File: src/rtl/mmio_timer_pkg.sv
// mmio_timer_pkg
//   Shared constants for the memory-mapped down-counter timer: register
//   offsets inside the 4-word window, CTRL bit positions and the default
//   base address of the window.
package mmio_timer_pkg;

  // Register offsets (address - BASE).
  localparam logic [1:0] OFF_CTRL   = 2'd0;
  localparam logic [1:0] OFF_LOAD   = 2'd1;
  localparam logic [1:0] OFF_COUNT  = 2'd2;
  localparam logic [1:0] OFF_STATUS = 2'd3;

  // CTRL bit indices.
  localparam int CTRL_EN         = 0;
  localparam int CTRL_AUTORELOAD = 1;
  localparam int CTRL_IRQEN      = 2;
  localparam int CTRL_W          = 3;

  // STATUS bit index.
  localparam int STATUS_EXPIRED  = 0;

  // Default window base; must be 4-aligned.
  localparam logic [7:0] DEFAULT_BASE = 8'hF0;

endpackage

File: src/rtl/mmio_timer_if.sv
// mmio_timer_if
//   CPU memory-bus signals shared by the RAM block and the timer.
//   Signals:
//     address  - bus address from the CU
//     datain   - write data from the CU
//     dataout  - read data from the timer (0 unless read & hit)
//     read     - level read strobe
//     write    - level write strobe
//     hit      - address falls inside the timer window
//     irq      - expired & irqen
//
//   Bus protocol: there is no valid/ready pair. read and write are level
//   strobes qualified by hit; the slave is always ready. A read returns
//   data combinationally in the same cycle; a write takes effect on every
//   rising edge where write & hit is high, so holding the strobe simply
//   re-writes the same value.
interface mmio_timer_if #(
  parameter int adlines   = 8,
  parameter int datalines = 16
);
  logic [adlines-1:0]   address;
  logic [datalines-1:0] datain;
  logic [datalines-1:0] dataout;
  logic                 read;
  logic                 write;
  logic                 hit;
  logic                 irq;

  modport master (
    output address, datain, read, write,
    input  dataout, hit, irq
  );

  modport slave (
    input  address, datain, read, write,
    output dataout, hit, irq
  );
endinterface

File: src/rtl/mmio_timer_prescaler.sv
// prescaler
//   Divides the system clock down to the timer tick rate.
//   Ports:
//     clk    - system clock
//     reset  - asynchronous active-high reset
//     run    - count while high, held at 0 while low
//     tick   - one-cycle pulse in the cycle the counter wraps
//   With run rising after an edge, tick is high in the cycle before the
//   PRESCALE-th following edge, so the tick is consumed on that edge.
module prescaler #(
  parameter int PRESCALE = 4
) (
  input  logic clk,
  input  logic reset,
  input  logic run,
  output logic tick
);

  localparam int W = (PRESCALE > 1) ? $clog2(PRESCALE) : 1;
  localparam logic [W-1:0] LAST = W'(PRESCALE - 1);

  logic [W-1:0] r_cnt;

  always_ff @(posedge clk or posedge reset) begin
    if (reset) begin
      r_cnt <= '0;
    end else if (!run) begin
      r_cnt <= '0;
    end else if (r_cnt == LAST) begin
      r_cnt <= '0;
    end else begin
      r_cnt <= r_cnt + 1'b1;
    end
  end

  assign tick = run && (r_cnt == LAST);

endmodule

File: src/rtl/mmio_timer.sv
// mmio_timer
//   Memory-mapped down-counter timer sharing the CPU memory bus with RAM.
//   Ports:
//     clk    - system clock, all state changes on the rising edge
//     reset  - asynchronous active-high reset
//     bus    - mmio_timer_if.slave: address/datain/read/write in,
//              dataout/hit/irq out
//   Registers (offset from BASE): 0 CTRL {irqen,autoreload,en},
//   1 LOAD, 2 COUNT (read-only), 3 STATUS {expired} write-1-to-clear.
module mmio_timer
  import mmio_timer_pkg::*;
#(
  parameter int               adlines   = 8,
  parameter int               datalines = 16,
  parameter logic [adlines-1:0] BASE    = adlines'(DEFAULT_BASE),
  parameter int               PRESCALE  = 4
) (
  input  logic        clk,
  input  logic        reset,
  mmio_timer_if.slave bus
);

  logic [CTRL_W-1:0]    r_ctrl;
  logic [datalines-1:0] r_load;
  logic [datalines-1:0] r_count;
  logic                 r_expired;

  logic                 w_hit;
  logic [1:0]           w_off;
  logic                 w_wr;
  logic                 w_tick;
  logic                 w_expire;
  logic [datalines-1:0] w_rdata;

  // BASE is 4-aligned, so a window match is just the upper address bits.
  assign w_hit = (bus.address[adlines-1:2] == BASE[adlines-1:2]);
  assign w_off = bus.address[1:0];
  assign w_wr  = bus.write & w_hit;

  // The tick is gated by the pre-edge en, so a CTRL write on the same edge
  // never affects the tick being consumed.
  prescaler #(
    .PRESCALE (PRESCALE)
  ) u_prescaler (
    .clk   (clk),
    .reset (reset),
    .run   (r_ctrl[CTRL_EN]),
    .tick  (w_tick)
  );

  assign w_expire = w_tick && (r_count == '0);

  // Hardware tick handling first, bus writes second: a later assignment in
  // this block wins, which gives LOAD and CTRL writes priority over the
  // tick. The STATUS clear is explicitly masked by a same-edge expiry.
  always_ff @(posedge clk or posedge reset) begin
    if (reset) begin
      r_ctrl    <= '0;
      r_load    <= '0;
      r_count   <= '0;
      r_expired <= 1'b0;
    end else begin
      if (w_tick) begin
        if (r_count != '0) begin
          r_count <= r_count - 1'b1;
        end else begin
          r_expired <= 1'b1;
          if (r_ctrl[CTRL_AUTORELOAD]) begin
            r_count <= r_load;
          end else begin
            r_ctrl[CTRL_EN] <= 1'b0;
          end
        end
      end

      if (w_wr) begin
        case (w_off)
          OFF_CTRL: r_ctrl <= bus.datain[CTRL_W-1:0];
          OFF_LOAD: begin
            r_load  <= bus.datain;
            r_count <= bus.datain;
          end
          OFF_STATUS: begin
            if (bus.datain[STATUS_EXPIRED] && !w_expire) begin
              r_expired <= 1'b0;
            end
          end
          default: ;
        endcase
      end
    end
  end

  always_comb begin
    w_rdata = '0;
    case (w_off)
      OFF_CTRL:   w_rdata = {{(datalines-CTRL_W){1'b0}}, r_ctrl};
      OFF_LOAD:   w_rdata = r_load;
      OFF_COUNT:  w_rdata = r_count;
      OFF_STATUS: w_rdata = {{(datalines-1){1'b0}}, r_expired};
      default:    w_rdata = '0;
    endcase
  end

  assign bus.dataout = (bus.read && w_hit) ? w_rdata : '0;
  assign bus.hit     = w_hit;
  assign bus.irq     = r_expired & r_ctrl[CTRL_IRQEN];

endmodule

File: src/flat_wrapper.sv
// flat-port wrapper written by rule: the top's interface ports become plain ports
module mmio_timer_flat import mmio_timer_pkg::*;
#(
  parameter int               adlines   = 8,
  parameter int               datalines = 16,
  parameter logic [adlines-1:0] BASE    = adlines'(DEFAULT_BASE),
  parameter int               PRESCALE  = 4
)
  (clk, reset, bus_address, bus_datain, bus_read, bus_write, bus_dataout, bus_hit, bus_irq);
  mmio_timer_if #(.adlines(adlines), .datalines(datalines)) bus_i ();
  input  logic clk;
  input  logic reset;
  input wire logic [$bits(bus_i.address)-1:0] bus_address;
  input wire logic [$bits(bus_i.datain)-1:0] bus_datain;
  input wire logic [$bits(bus_i.read)-1:0] bus_read;
  input wire logic [$bits(bus_i.write)-1:0] bus_write;
  output wire logic [$bits(bus_i.dataout)-1:0] bus_dataout;
  output wire logic [$bits(bus_i.hit)-1:0] bus_hit;
  output wire logic [$bits(bus_i.irq)-1:0] bus_irq;
  assign bus_i.address = bus_address;
  assign bus_i.datain = bus_datain;
  assign bus_i.read = bus_read;
  assign bus_i.write = bus_write;
  assign bus_dataout = bus_i.dataout;
  assign bus_hit = bus_i.hit;
  assign bus_irq = bus_i.irq;
  mmio_timer #(.adlines(adlines), .datalines(datalines), .BASE(BASE), .PRESCALE(PRESCALE)) u_core (.clk(clk), .reset(reset), .bus(bus_i));
endmodule
File: config.mk
export PLATFORM = sky130hd
export DESIGN_NAME = mmio_timer_flat
export DESIGN_NICKNAME = d
export VERILOG_FILES = /design/src/rtl/mmio_timer_pkg.sv /design/src/rtl/mmio_timer_if.sv /design/src/rtl/mmio_timer_prescaler.sv /design/src/rtl/mmio_timer.sv /design/src/flat_wrapper.sv
export SDC_FILE = /design/constraint.sdc
export NUM_CORES = 1
export LEC_CHECK = 0
export ABC_AREA = 1
export ABC_CLOCK_PERIOD_IN_PS = 1650
export BUFFER_PORTS_ARGS = -buffer_cell sky130_fd_sc_hd__clkbuf_2
export CAP_MARGIN = 30
export CORE_ASPECT_RATIO = 1.75
export CORE_MARGIN = 8
export CORE_UTILIZATION = 51
export DETAILED_ROUTE_END_ITERATION = 7
export PLACE_DENSITY_LB_ADDON = 0.08
export SETUP_SLACK_MARGIN = 0.5
export SLEW_MARGIN = 20
export SYNTH_ARGS = -nofsm -noshare
export SYNTH_HDL_FRONTEND = slang
export SYNTH_HIERARCHICAL = 1
export SYNTH_SLANG_ARGS = --single-unit
File: constraint.sdc
create_clock -name clk -period 1.65 [get_ports clk]
set_input_delay 0.2475 -clock clk [delete_from_list [all_inputs] [get_ports clk]]
set_output_delay 0.2475 -clock clk [all_outputs]
set_load 0.005 [all_outputs]
==> flow_summary.toml <==
[run_status]
outcome = "finished with violations"
violations = "negative setup slack"

[worst_setup_path]
crit_path_max_fanout = 5
crit_family = "simple AND/OR/NAND/NOR gates"
ff2ff_path_depth = 11
crit_arrival_ns = 1.95
cp_common_cell = "nand2_4"
cp.depth = 11
critical_path_required_ns = 1.83
crit_buf_inv = 3
worstSetupStartpointType = "register"
cpPeakStageDelay_ns = 0.41
crit_slowest_cell = "dfrtp_1"
crit_type = "reg2reg"
end_kind = "register"
worstPathCellList = "inv_2 > ha_4 > buf_6 > nand2_4 > nor2_4 > nand2_4 > buf_8 > nand2_2 > nand3_2 > o211ai_1 > o21ai_1"

[timing]
hold_viol = 0
finalCritPeriodShare = 1.07
setup_slack_ns = -0.116
timing.final.max_slew_violations = 0
rsz0062_at_grt = "yes"
final-setup-viol-count = 13
tightest_slew_ns = 0.609
slew_headroom = 0.590
fin_worst_skew_ns = 0.00748
max_freq_mhz = 566
min_period_ns = 1.77

[placed_design]
dp.cells = 545
place_area_um2 = 3380
place.gp.congestion = 0.926
numPortBuffers = 45
dpl.hpwl_mm = 6.11

[job]
maxCapViolCount = 0

[power_and_ir_drop]
p_sw_mw = 1.28
power.internal_mw = 2.08
power.density_nw_per_um2 = 741
combPwrFrac = 0.458
vdd_drop_max_mv = 0.660
p_total_mw = 3.35
p_sw_frac = 0.381
seq_power_share = 0.309
p_leak_nw = 2.45
pwr-share-clk = 0.233

[cells_and_area]
final_cells = 596
final_area_um2 = 4530
fin_nets = 571
final_util = 0.862
drive_gt1_frac = 0.484
antenna_cells = 0
final_common_cell = "nand2_1"
final_cell_mix = "133 x nand2_1, 42 x inv_1, 37 x buf_4"
area_growth_syn_to_layout_pct = 64.6

[routing]
totalWireLength_mm = 12.4
wl_per_cell_um = 20.8
drc_errors = 0
drt-initial-drc-count = 352
firstDrtPassIters = 5
final_antenna_net_count = 0
via_per_inst = 5.94
vias = 3538

[floorplanning]
start_util = 0.524
die_area_um2 = 8090
io_pins = 46
dieWidth_um = 71.5
coreArea_um2 = 5260
die_h_um = 113
rows = 35

[synth]
async_reset_ff_frac = 1.00
synth-adder-area-share = 0.0136
synth-compound-area-share = 0.132
avgSynthCellArea_um2 = 6.50
synth_cell_type_count = 34
synth_xor_area_frac = 0.0286
syn_inst = 423
synthMuxAreaShare = 0
syn_nets = 454
synth-simple-area-share = 0.377
synth_top_family_by_area = "simple AND/OR/NAND/NOR gates"
yosysSeqAreaShare = 0.346
synth_edf_count = 0
ys.flop_type = "dfrtp_1"
yosysWarnings = 6
ys_seq_elements = 38
synth_area_um2 = 2750

[clock_network]
clk_latency_ns = 0.30
clockRootBuffer = "clkbuf_8"
cts_buffers = 5
clock_path_buffers = 2
cts_tree = "yes"
cts_htree_levels = 2
clk_pin_slew_ns = 0.08
clock_sinks = 38

[global_routing]
grtUsageTotal = 0.263
grt_pass1_vias = 3409
grt_antenna_before_repair = 0
grt_pass1_wl_mm = 16.6
grt_start_max_net_pins = 37
grt.overflow.total = 0

[hold_path]
min_path_type = "in2reg"
min_path_cells = 3
==> power groups by stage <==
stage	combinational, mW	clock (mW)	sequential (mW)
floorplan	0.652	0	1.04
global placement	0.902	0	1.04
detailed placement	0.915	0	1.04
CTS	1.24	0.784	1.03
global route	1.63	0.820	1.04
finish	1.54	0.781	1.04
==> what timing repair did <==
action / in CTS / in global routing
setup endpoints to repair: 44 / 54
buffers inserted: 26 / 8
resized for setup: 68 / 91
hold buffers: 1 / 0
pin swaps: 25 / 29
cloned: 6 / 2
endpoints found under the hold margin: 2 / 0
==> metal layers <==
| metal | wire (µm) | share of wire | track usage | vias up |
|---|---|---|---|---|
| met5 | 0 | 0 | 0 | - |
| li1 | - | - | - | 1565 |
| met1 | 4110 | 0.33 | 0.272 | 1647 |
| met3 | 1020 | 0.082 | 0.0514 | 77 |
| met4 | 884 | 0.071 | 0.177 | 0 |
| met2 | 6380 | 0.51 | 0.461 | 249 |
==> cell usage after synthesis (2+ instances only) <==
| cell | count | area, µm² |
|---|---|---|
| inv_2 | 4 | 15.0 |
| inv_1 | 48 | 180 |
| a21oi_1 | 16 | 80.1 |
| a31oi_1 | 2 | 12.5 |
| nand4_1 | 2 | 12.5 |
| nor2_1 | 22 | 82.6 |
| o21ai_0 | 30 | 150 |
| buf_4 | 2 | 15.0 |
| dfrtp_1 | 38 | 951 |
| xor2_1 | 6 | 52.6 |
| nand3_1 | 26 | 130 |
| clkbuf_1 | 6 | 22.5 |
| buf_2 | 4 | 20.0 |
| o21ai_2 | 2 | 17.5 |
| nand2_1 | 167 | 627 |
| a21oi_2 | 2 | 17.5 |
| xnor2_1 | 3 | 26.3 |
| nor2_4 | 7 | 78.8 |
| o21ai_1 | 10 | 50.1 |
| nor3_1 | 2 | 10.0 |
| nand2_2 | 5 | 31.3 |
| ha_1 | 3 | 37.5 |
| nor2_2 | 4 | 25.0 |
| buf_6 | 2 | 22.5 |
==> final timing paths <==
check	from	to	slack, ns
setup / recovery	u_core/r_count[0]	u_core/r_count[0]	-0.12
hold / removal	bus_datain[9]	u_core/r_load[9]	0.16
setup reg to reg	u_core/r_count[0]	u_core/r_count[0]	-0.12
hold reg to reg	u_core/u_prescaler/r_cnt[0]	u_core/u_prescaler/r_cnt[0]	0.43
max in group asynchronous	reset	u_core/r_count[7]	0.67
min in group asynchronous	reset	u_core/u_prescaler/r_cnt[1]	0.32
==> area by class of cell <==
cell class	count	area, µm²
clock buffers	8	110
fillers	276	727
inverters	53	210
multi-input cells	318	2000
flip-flops and latches	38	958
well taps	55	68.8
repair buffers	124	1180
==> sequential cells by signal, summed over array words and instances, names as in the netlist <==
name and count:
u_core/r_count 16, u_core/u_prescaler/r_cnt 2, u_core/r_load 16, u_core/r_expired 1
u_core/r_ctrl 3
==> cells by family (layout without fill, tap and decap cells) <==
logic type	Yosys count	count (layout)
xor+xnor	9	9
flops	38	38
compound gates	66	66
buf+inv	68	185
fa+ha+maj	3	3
simple gates	239	240
==> stage by stage <==
| stage | TNS [ns] | setup WS, ns | hold slack [ns] |
|---|---|---|---|
| floorplan | 0 | 0.124 | -0.0113 |
| global placement | 0 | 0.0444 | 0.0915 |
| detailed placement | -0.0410 | -0.0410 | 0.0968 |
| CTS | 0 | 0.0686 | 0.156 |
| global route | -1.56 | -0.187 | 0.166 |
| finish | -0.710 | -0.116 | 0.161 |
==> worst min-delay path: cells and delay by family <==
| kind | cells | cell delay, ns |
|---|---|---|
| buf+inv | 1 | 0.08 |
| compound gates | 1 | 0.04 |
| simple gates | 1 | 0.05 |
Note: power is estimated with default switching activity, not from simulation.
